**src/rtl/fp_shift_pkg.sv**
```systemverilog
`default_nettype none
// ============================================================================
//  Module      : fp_shift_pkg
//  Description : Shared types and helpers for the pipelined barrel shifter:
//                shift mode encoding, single-level shift function and the
//                pipeline latency helper.
//  Revision    : 1.0 - initial release
// ============================================================================
package fp_shift_pkg;

    typedef enum logic [1:0] {
        LSL = 2'b00,
        LSR = 2'b01,
        ASR = 2'b10,
        ROL = 2'b11
    } shift_mode_e;

    // Widest data path the level function supports; callers zero-extend.
    localparam int MAXW = 256;
    localparam int IDXW = 8;

    typedef struct packed {
        logic [MAXW-1:0] data;
        logic            sticky;
    } level_res_t;

    // Number of register groups when REG_EVERY levels share one register.
    function automatic int calc_lat(input int shw, input int re);
        return (shw + re - 1) / re;
    endfunction

    // One fixed-amount shift level over the low w bits of x. Amounts >= w
    // saturate naturally (every source index falls off the end), and the
    // rotate uses amt mod w.
    function automatic level_res_t shift_level(
        input logic [MAXW-1:0] x,
        input int              w,
        input logic            sticky_in,
        input logic            sign,
        input shift_mode_e     mode,
        input int              amt
    );
        level_res_t r;
        int         rs;
        r.data   = '0;
        r.sticky = sticky_in;
        rs       = amt % w;
        for (int i = 0; i < MAXW; i++) begin
            if (i < w) begin
                case (mode)
                    LSL: begin
                        if (i >= amt) r.data[IDXW'(i)] = x[IDXW'(i - amt)];
                        if (i + amt >= w) r.sticky = r.sticky | x[IDXW'(i)];
                    end
                    LSR: begin
                        if (i + amt < w) r.data[IDXW'(i)] = x[IDXW'(i + amt)];
                        if (i < amt) r.sticky = r.sticky | x[IDXW'(i)];
                    end
                    ASR: begin
                        if (i + amt < w) r.data[IDXW'(i)] = x[IDXW'(i + amt)];
                        else             r.data[IDXW'(i)] = sign;
                        if (i < amt) r.sticky = r.sticky | x[IDXW'(i)];
                    end
                    ROL: begin
                        r.data[IDXW'(i)] = x[IDXW'((i - rs + w) % w)];
                    end
                    default: ;
                endcase
            end
        end
        return r;
    endfunction

endpackage
`default_nettype wire

```
**src/rtl/barrel_shift_level.sv**
```systemverilog
`default_nettype none
// ============================================================================
//  Module      : barrel_shift_level
//  Description : One combinational barrel-shifter level shifting by the
//                fixed amount AMT when enabled, accumulating the sticky bit.
//  Revision    : 1.0 - initial release
// ============================================================================
module barrel_shift_level
    import fp_shift_pkg::*;
#(
    parameter int WIDTH = 48,
    parameter int AMT   = 1
) (
    input  logic [WIDTH-1:0] data_in,
    input  logic             sticky_in,
    input  logic             sign,
    input  shift_mode_e      mode,
    input  logic             en,
    output logic [WIDTH-1:0] data_out,
    output logic             sticky_out
);

    logic [MAXW-1:0] w_x;
    level_res_t      w_res;

    // Zero-extend the operand to the width the shared level function expects.
    always_comb begin
        w_x            = '0;
        w_x[WIDTH-1:0] = data_in;
    end

    assign w_res      = shift_level(w_x, WIDTH, sticky_in, sign, mode, AMT);
    assign data_out   = en ? w_res.data[WIDTH-1:0] : data_in;
    assign sticky_out = en ? w_res.sticky : sticky_in;

    // Bits above WIDTH are always zero and intentionally discarded.
    if (WIDTH < MAXW) begin : g_pad
        logic w_unused_pad;
        assign w_unused_pad = |w_res.data[MAXW-1:WIDTH];
    end

endmodule
`default_nettype wire

```
**src/rtl/barrel_shift_pipe.sv**
```systemverilog
`default_nettype none
// ============================================================================
//  Module      : barrel_shift_pipe
//  Description : Parametrised pipelined barrel shifter (LSL/LSR/ASR/ROL)
//                with sticky flag, sideband tag and valid/ready handshake
//                under a single global stall.
//  Revision    : 1.0 - initial release
// ============================================================================
module barrel_shift_pipe
    import fp_shift_pkg::*;
#(
    parameter int WIDTH     = 48,
    parameter int SHW       = $clog2(WIDTH),
    parameter int REG_EVERY = 2,
    parameter int TAGW      = 4
) (
    input  logic             clk,
    input  logic             rst,
    input  logic             in_valid,
    output logic             in_ready,
    input  logic [WIDTH-1:0] in,
    input  logic [SHW-1:0]   nshift,
    input  logic [1:0]       mode,
    input  logic [TAGW-1:0]  in_tag,
    output logic             out_valid,
    input  logic             out_ready,
    output logic [WIDTH-1:0] out,
    output logic             sticky,
    output logic [TAGW-1:0]  out_tag
);

    localparam int c_LAT = calc_lat(SHW, REG_EVERY);

    // Whole pipe moves together; bubbles are kept, so the only stall point
    // is a valid result the consumer has not taken.
    logic w_adv;
    assign w_adv    = !out_valid || out_ready;
    assign in_ready = w_adv;

    for (genvar g = 0; g < c_LAT; g++) begin : g_grp
        localparam int c_LO   = g * REG_EVERY;
        localparam int c_NSW  = SHW - c_LO;
        localparam int c_N    = (c_NSW < REG_EVERY) ? c_NSW : REG_EVERY;
        localparam int c_REMW = c_NSW - c_N;

        logic [WIDTH-1:0] w_d [c_N+1];
        logic             w_s [c_N+1];
        logic [c_NSW-1:0] w_ns;
        shift_mode_e      w_mode;
        logic             w_sign;
        logic [TAGW-1:0]  w_tag;
        logic             w_valid;

        logic [WIDTH-1:0] r_data;
        logic             r_sticky;
        logic [TAGW-1:0]  r_tag;
        logic             r_valid;

        // The sign bit is taken from the operand at accept and carried along,
        // never re-read from partially shifted data.
        if (g == 0) begin : g_src_in
            assign w_d[0]  = in;
            assign w_s[0]  = 1'b0;
            assign w_ns    = nshift;
            assign w_mode  = shift_mode_e'(mode);
            assign w_sign  = in[WIDTH-1];
            assign w_tag   = in_tag;
            assign w_valid = in_valid;
        end else begin : g_src_reg
            assign w_d[0]  = g_grp[g-1].r_data;
            assign w_s[0]  = g_grp[g-1].r_sticky;
            assign w_ns    = g_grp[g-1].g_fwd.r_ns;
            assign w_mode  = g_grp[g-1].g_fwd.r_mode;
            assign w_sign  = g_grp[g-1].g_fwd.r_sign;
            assign w_tag   = g_grp[g-1].r_tag;
            assign w_valid = g_grp[g-1].r_valid;
        end

        // Levels run MSB first: level k shifts by 2^(SHW-1-k).
        for (genvar j = 0; j < c_N; j++) begin : g_lvl
            localparam int c_BIT = SHW - 1 - (c_LO + j);
            barrel_shift_level #(
                .WIDTH (WIDTH),
                .AMT   (1 << c_BIT)
            ) u_lvl (
                .data_in    (w_d[j]),
                .sticky_in  (w_s[j]),
                .sign       (w_sign),
                .mode       (w_mode),
                .en         (w_ns[c_BIT]),
                .data_out   (w_d[j+1]),
                .sticky_out (w_s[j+1])
            );
        end

        // Group register: captures this group's result whenever the pipe advances.
        always_ff @(posedge clk or posedge rst) begin
            if (rst) begin
                r_valid  <= 1'b0;
                r_data   <= '0;
                r_sticky <= 1'b0;
                r_tag    <= '0;
            end else if (w_adv) begin
                r_valid  <= w_valid;
                r_data   <= w_d[c_N];
                r_sticky <= w_s[c_N];
                r_tag    <= w_tag;
            end
        end

        // Controls still needed by later groups: remaining shift bits, mode, sign.
        if (g < c_LAT - 1) begin : g_fwd
            logic [c_REMW-1:0] r_ns;
            shift_mode_e       r_mode;
            logic              r_sign;

            // Forward control alongside the data under the same stall.
            always_ff @(posedge clk or posedge rst) begin
                if (rst) begin
                    r_ns   <= '0;
                    r_mode <= LSL;
                    r_sign <= 1'b0;
                end else if (w_adv) begin
                    r_ns   <= w_ns[c_REMW-1:0];
                    r_mode <= w_mode;
                    r_sign <= w_sign;
                end
            end
        end
    end

    assign out_valid = g_grp[c_LAT-1].r_valid;
    assign out       = g_grp[c_LAT-1].r_data;
    assign sticky    = g_grp[c_LAT-1].r_sticky;
    assign out_tag   = g_grp[c_LAT-1].r_tag;

endmodule
`default_nettype wire

```
**config.mk**
```make
export PLATFORM = sky130hd
export DESIGN_NAME = barrel_shift_pipe
export DESIGN_NICKNAME = d
export VERILOG_FILES = /design/src/rtl/fp_shift_pkg.sv /design/src/rtl/barrel_shift_level.sv /design/src/rtl/barrel_shift_pipe.sv
export SDC_FILE = /design/constraint.sdc
export NUM_CORES = 1
export LEC_CHECK = 0
export BUFFER_PORTS_ARGS = -buffer_cell sky130_fd_sc_hd__buf_2
export CAP_MARGIN = 20
export CORE_MARGIN = 4
export CORE_UTILIZATION = 45
export DETAILED_ROUTE_END_ITERATION = 10
export GPL_ROUTABILITY_DRIVEN = 0
export PLACE_DENSITY = 0.61
export SLEW_MARGIN = 20
export SYNTH_ARGS = -nofsm -noshare
export SYNTH_HDL_FRONTEND = slang
export SYNTH_SLANG_ARGS = --single-unit
```
**constraint.sdc**
```tcl
create_clock -name clk -period 12.6 [get_ports clk]
set_input_delay 0 -clock clk [delete_from_list [all_inputs] [get_ports clk]]
set_output_delay 0 -clock clk [all_outputs]
set_load 0.01 [all_outputs]
```
==> reports/results.txt <==
Setup repair after global routing left no endpoint under its margin. The mapped netlist covers 12400 um2. After detailed routing, the number of vias per cell comes to 5.79.

The top-area cell type share of the netlist area is 0.352, and the clock latency on the worst-skew pair is 0.43 ns. The count of antenna diodes in the layout came out at 0. After filler insertion, the fill cell instance count of the layout stands at 2727. The run gives 0 as the remaining design rule violation count. OpenSTA, run right after detailed placement, puts the worst setup slack at 9.46 ns. After detailed routing, the average wire length per cell comes to 17.5 um. For the largest voltage drop on the vdd net, the log shows 0.000139 V. The logs give 0.458 for the effective utilization at floorplan and 49 for the number of unique standard cell types used by synthesis. Counting flops and latches in the post-synthesis netlist gives 174. The number of global-route vias before repair was 10.8k; the height of the die was 174 um. The worst hold path depth works out to 6. The initialized floorplan defines 60 standard-cell rows. During synthesis, Yosys emitted a total of 0 warnings. Source of the worst register-to-register timing path: g_grp[1].g_fwd.r_mode[0]$_DFFE_PP0P_. The H-tree was split into 4 levels.

The die covers 30200 um2. From synthesis to final layout, the design area changed by 9.96%. The tools report the total routing usage reported by global routing as 0.232. The run gives 12.87 ns as the required arrival time at the worst endpoint. Horizontal die dimension: 174 um.

For the worst setup path, the data arrival time is 3.45 ns. Counting instances in the post-synthesis netlist gives the leading cell types as sky130_fd_sc_hd__nand2_1 (236), sky130_fd_sc_hd__a21oi_1 (227), sky130_fd_sc_hd__o21ai_0 (225). The tools report the worst setup skew after layout as 0.0163 ns.

The worst hold path begins at in[15]. The async set or reset register ratio after synthesis came out at 1.00. The count of flip-flops with a built-in enable after synthesis was 0. The pin slew with the least headroom to its limit was 1.08 ns; the setup slack of the worst register-to-register path was 9.42 ns.

The fraction of final layout cells sized beyond drive strength 1 came out at 0.117. For the core area, the log shows 27000 um2. The root buffer cell chosen for the clock tree is sky130_fd_sc_hd__clkbuf_16. The first-pass detailed-route iteration total was 6; the final count of pins violating max slew was 0.

Counting every instance in the synthesized netlist gives 1639. For the number of buffers created by CTS, the log shows 17. The run finished with clean final reports. Final hold analysis gives a worst-case slack of 0.103 ns. The ratio of total power to cell area is 242 nW/um2. The final layout contains routed wiring with a total length of 35.2 mm. Of all nets on the critical path, the largest fanout is 62. In this run, post-CTS repair resized a total of 0 instances.

The number of hold violations in the final report was 0. The number of max-cap violations is 0. Static timing analysis puts the maximum clock frequency at 314 MHz. The worst register-to-register path has a depth of 9. For hold timing, the worst endpoint is g_grp[0].r_sticky$_DFFE_PP0P_. Detailed placement ended at an HPWL of 24.4 mm.

The placed instances occupy a cell area of 12900 um2. The deepest clock path buffer count was 2; the detailed router's first-iteration violation count was 1133. The terminus of the critical flop-to-flop path is out[27]$_DFFE_PP0P_. In this run the static leakage power is 6.01 nW.

The total via count in the routed design was 11.6k. Synthesis produced a netlist with a net count of 1719. TritonCTS built the clock tree. In the synthesized netlist the dominant register cell turns out to be sky130_fd_sc_hd__dfrtp_1. Entering global routing, the biggest net connects 113 pins.

In this run the worst hold path is classified as input pin to flip-flop. For this run the aggregate overflow at the end of global routing stands at 0. During I/O placement, the number of pins put on the boundary was 119. The final net count came out at 1736. The worst setup path is of the flip-flop to flip-flop kind. After layout, the minimum clock period comes to 3.18 ns. The logs give 0.352 for the portion of the post-synthesis area used by sequential elements and 0 for the initial antenna violation count. STA classifies the critical path startpoint as a flip-flop.

Final cycle utilization of the critical path: 0.252. The run gives 0 as the remaining antenna violation count. The logs give 0.282 for the worst slew slack as a fraction of its limit and 174 for the number of clock sinks.

Type of destination of the critical path: a flip-flop. The largest total area in the synthesized netlist belongs to sky130_fd_sc_hd__dfrtp_1. Setup violations remaining at the end of the flow were counted as 0. In this run the mean area of a mapped cell was 7.54 um2.

Most frequent cell after synthesis: sky130_fd_sc_hd__nand2_1. The final cell area excluding filler cells was 13600 um2. After clock tree synthesis, the clock-pin slew on the worst setup and hold paths is 0.08 ns.

The wire length of the first global-routing pass came out at 58.9 mm. The number of buffers inserted by port buffering is 118. By area the synthesized netlist is led by sky130_fd_sc_hd__dfrtp_1 (35%), sky130_fd_sc_hd__mux2i_1 (11%), sky130_fd_sc_hd__a21oi_1 (9.2%).

Across all setup checks in the final design, the least slack found is 9.42 ns. In the final timing run, aggregate negative setup slack is 0 ns.
-- kinds of logic (layout without fill, tap and decap cells) --
group / after synthesis / count (layout) / synth area share
AOI/OAI and AO/OA: 605 / 605 / 0.277
DFF: 174 / 174 / 0.352
muxes: 141 / 141 / 0.115
adders and majority gates: 16 / 16 / 0.0162
buffers and inverters: 182 / 212 / 0.0643
and+or+nand+nor: 521 / 521 / 0.176
-- registers in the layout (all words and copies together), names as in the netlist --
register and flops:
g_grp.r_sticky 2, sticky 1, out_valid 1, g_grp.g_fwd.r_mode 4, g_grp.g_fwd.r_sign 2, g_grp.g_fwd.r_ns 6, out_tag 4, out 48
g_grp.r_data 96, g_grp.r_tag 8, g_grp.r_valid 2
-- repair_timing --
item | CTS | global route
endpoints found under the hold margin | 115 | 0
hold buffers | 13 | 0
buffers inserted | 0 | 0
-- where the power goes --
group          total [W]  switching [W]  internal (W)
logic            0.00175        0.00105      0.000692
registers        0.00102       0.000229      0.000791
clock network   0.000530       0.000261      0.000269
-- stage by stage --
stage / total power (W) / utilization / instances
3_5_place_dp: 0.00276 / 0.476 / 1965
2_1_floorplan: 0.00230 / - / 1639
5_1_grt: 0.00360 / 0.503 / 2010
6_report: 0.00330 / 0.503 / 2010
4_1_cts: 0.00331 / 0.503 / 2010
3_3_place_gp: 0.00273 / 0.476 / 1965
-- how the worst max path moves through the flow --
stage,startpoint,end,slack (ns),cells past startpoint
2_1_floorplan,rst,g_grp[0].g_fwd.r_mode[0]$_DFFE_PP0P_,7.88,1
3_3_place_gp,g_grp[1].g_fwd.r_mode[0]$_DFFE_PP0P_,out[27]$_DFFE_PP0P_,9.53,9
3_5_place_dp,g_grp[1].g_fwd.r_mode[0]$_DFFE_PP0P_,out[14]$_DFFE_PP0P_,9.46,9
4_1_cts,g_grp[1].g_fwd.r_mode[0]$_DFFE_PP0P_,out[27]$_DFFE_PP0P_,9.43,9
5_1_grt,g_grp[1].g_fwd.r_mode[0]$_DFFE_PP0P_,out[27]$_DFFE_PP0P_,9.08,9
6_report,g_grp[1].g_fwd.r_mode[0]$_DFFE_PP0P_,out[27]$_DFFE_PP0P_,9.42,9
-- cells in the final DEF (no fill, tap or decap), drive strengths merged, types with 20 or more instances in the layout --
master | synthesis | final
dfrtp | 174 | 174
mux2i | 133 | 133
o21ai | 231 | 231
inv | 34 | 42
nor4 | 20 | 20
a21oi | 228 | 228
nand2 | 237 | 237
buf | 47 | 132
a22oi | 32 | 32
o21a | 33 | 33
o22ai | 24 | 24
nor2 | 210 | 210
-- critical path: stages (launching register included) --
cell	delay (ns)
sky130_fd_sc_hd__dfrtp_1	0.40
sky130_fd_sc_hd__inv_1	0.12
sky130_fd_sc_hd__ha_4	0.60
sky130_fd_sc_hd__buf_4	0.85
sky130_fd_sc_hd__mux2i_1	0.26
sky130_fd_sc_hd__nand2_1	0.06
sky130_fd_sc_hd__o21ai_0	0.24
sky130_fd_sc_hd__mux2i_1	0.15
sky130_fd_sc_hd__a21oi_1	0.19
sky130_fd_sc_hd__o21ai_0	0.08
-- layout make-up --
| type | instances | area (um2) | area share |
|---|---|---|---|
| clock buffer | 18 | 429 | 0.0316 |
| inverter | 35 | 139 | 0.0102 |
| multi-input combinational | 1283 | 7250 | 0.533 |
| timing repair buffer | 145 | 826 | 0.0607 |
| tap | 341 | 427 | 0.0314 |
| sequential | 174 | 4360 | 0.321 |
| clock inverter | 14 | 166 | 0.0122 |
-- per-layer routing --
| layer | global-route usage | share of wire | routed length [um] | vias to the layer above |
|---|---|---|---|---|
| met5 | 0 | 0 | 0 | - |
| met4 | 0.0581 | 0.019 | 684 | 0 |
| met3 | 0.0301 | 0.052 | 1820 | 38 |
| met2 | 0.354 | 0.44 | 15700 | 390 |
| met1 | 0.349 | 0.48 | 17000 | 5398 |
| li1 | - | - | - | 5816 |
No activity file was read; power rests on OpenSTA's default activity.
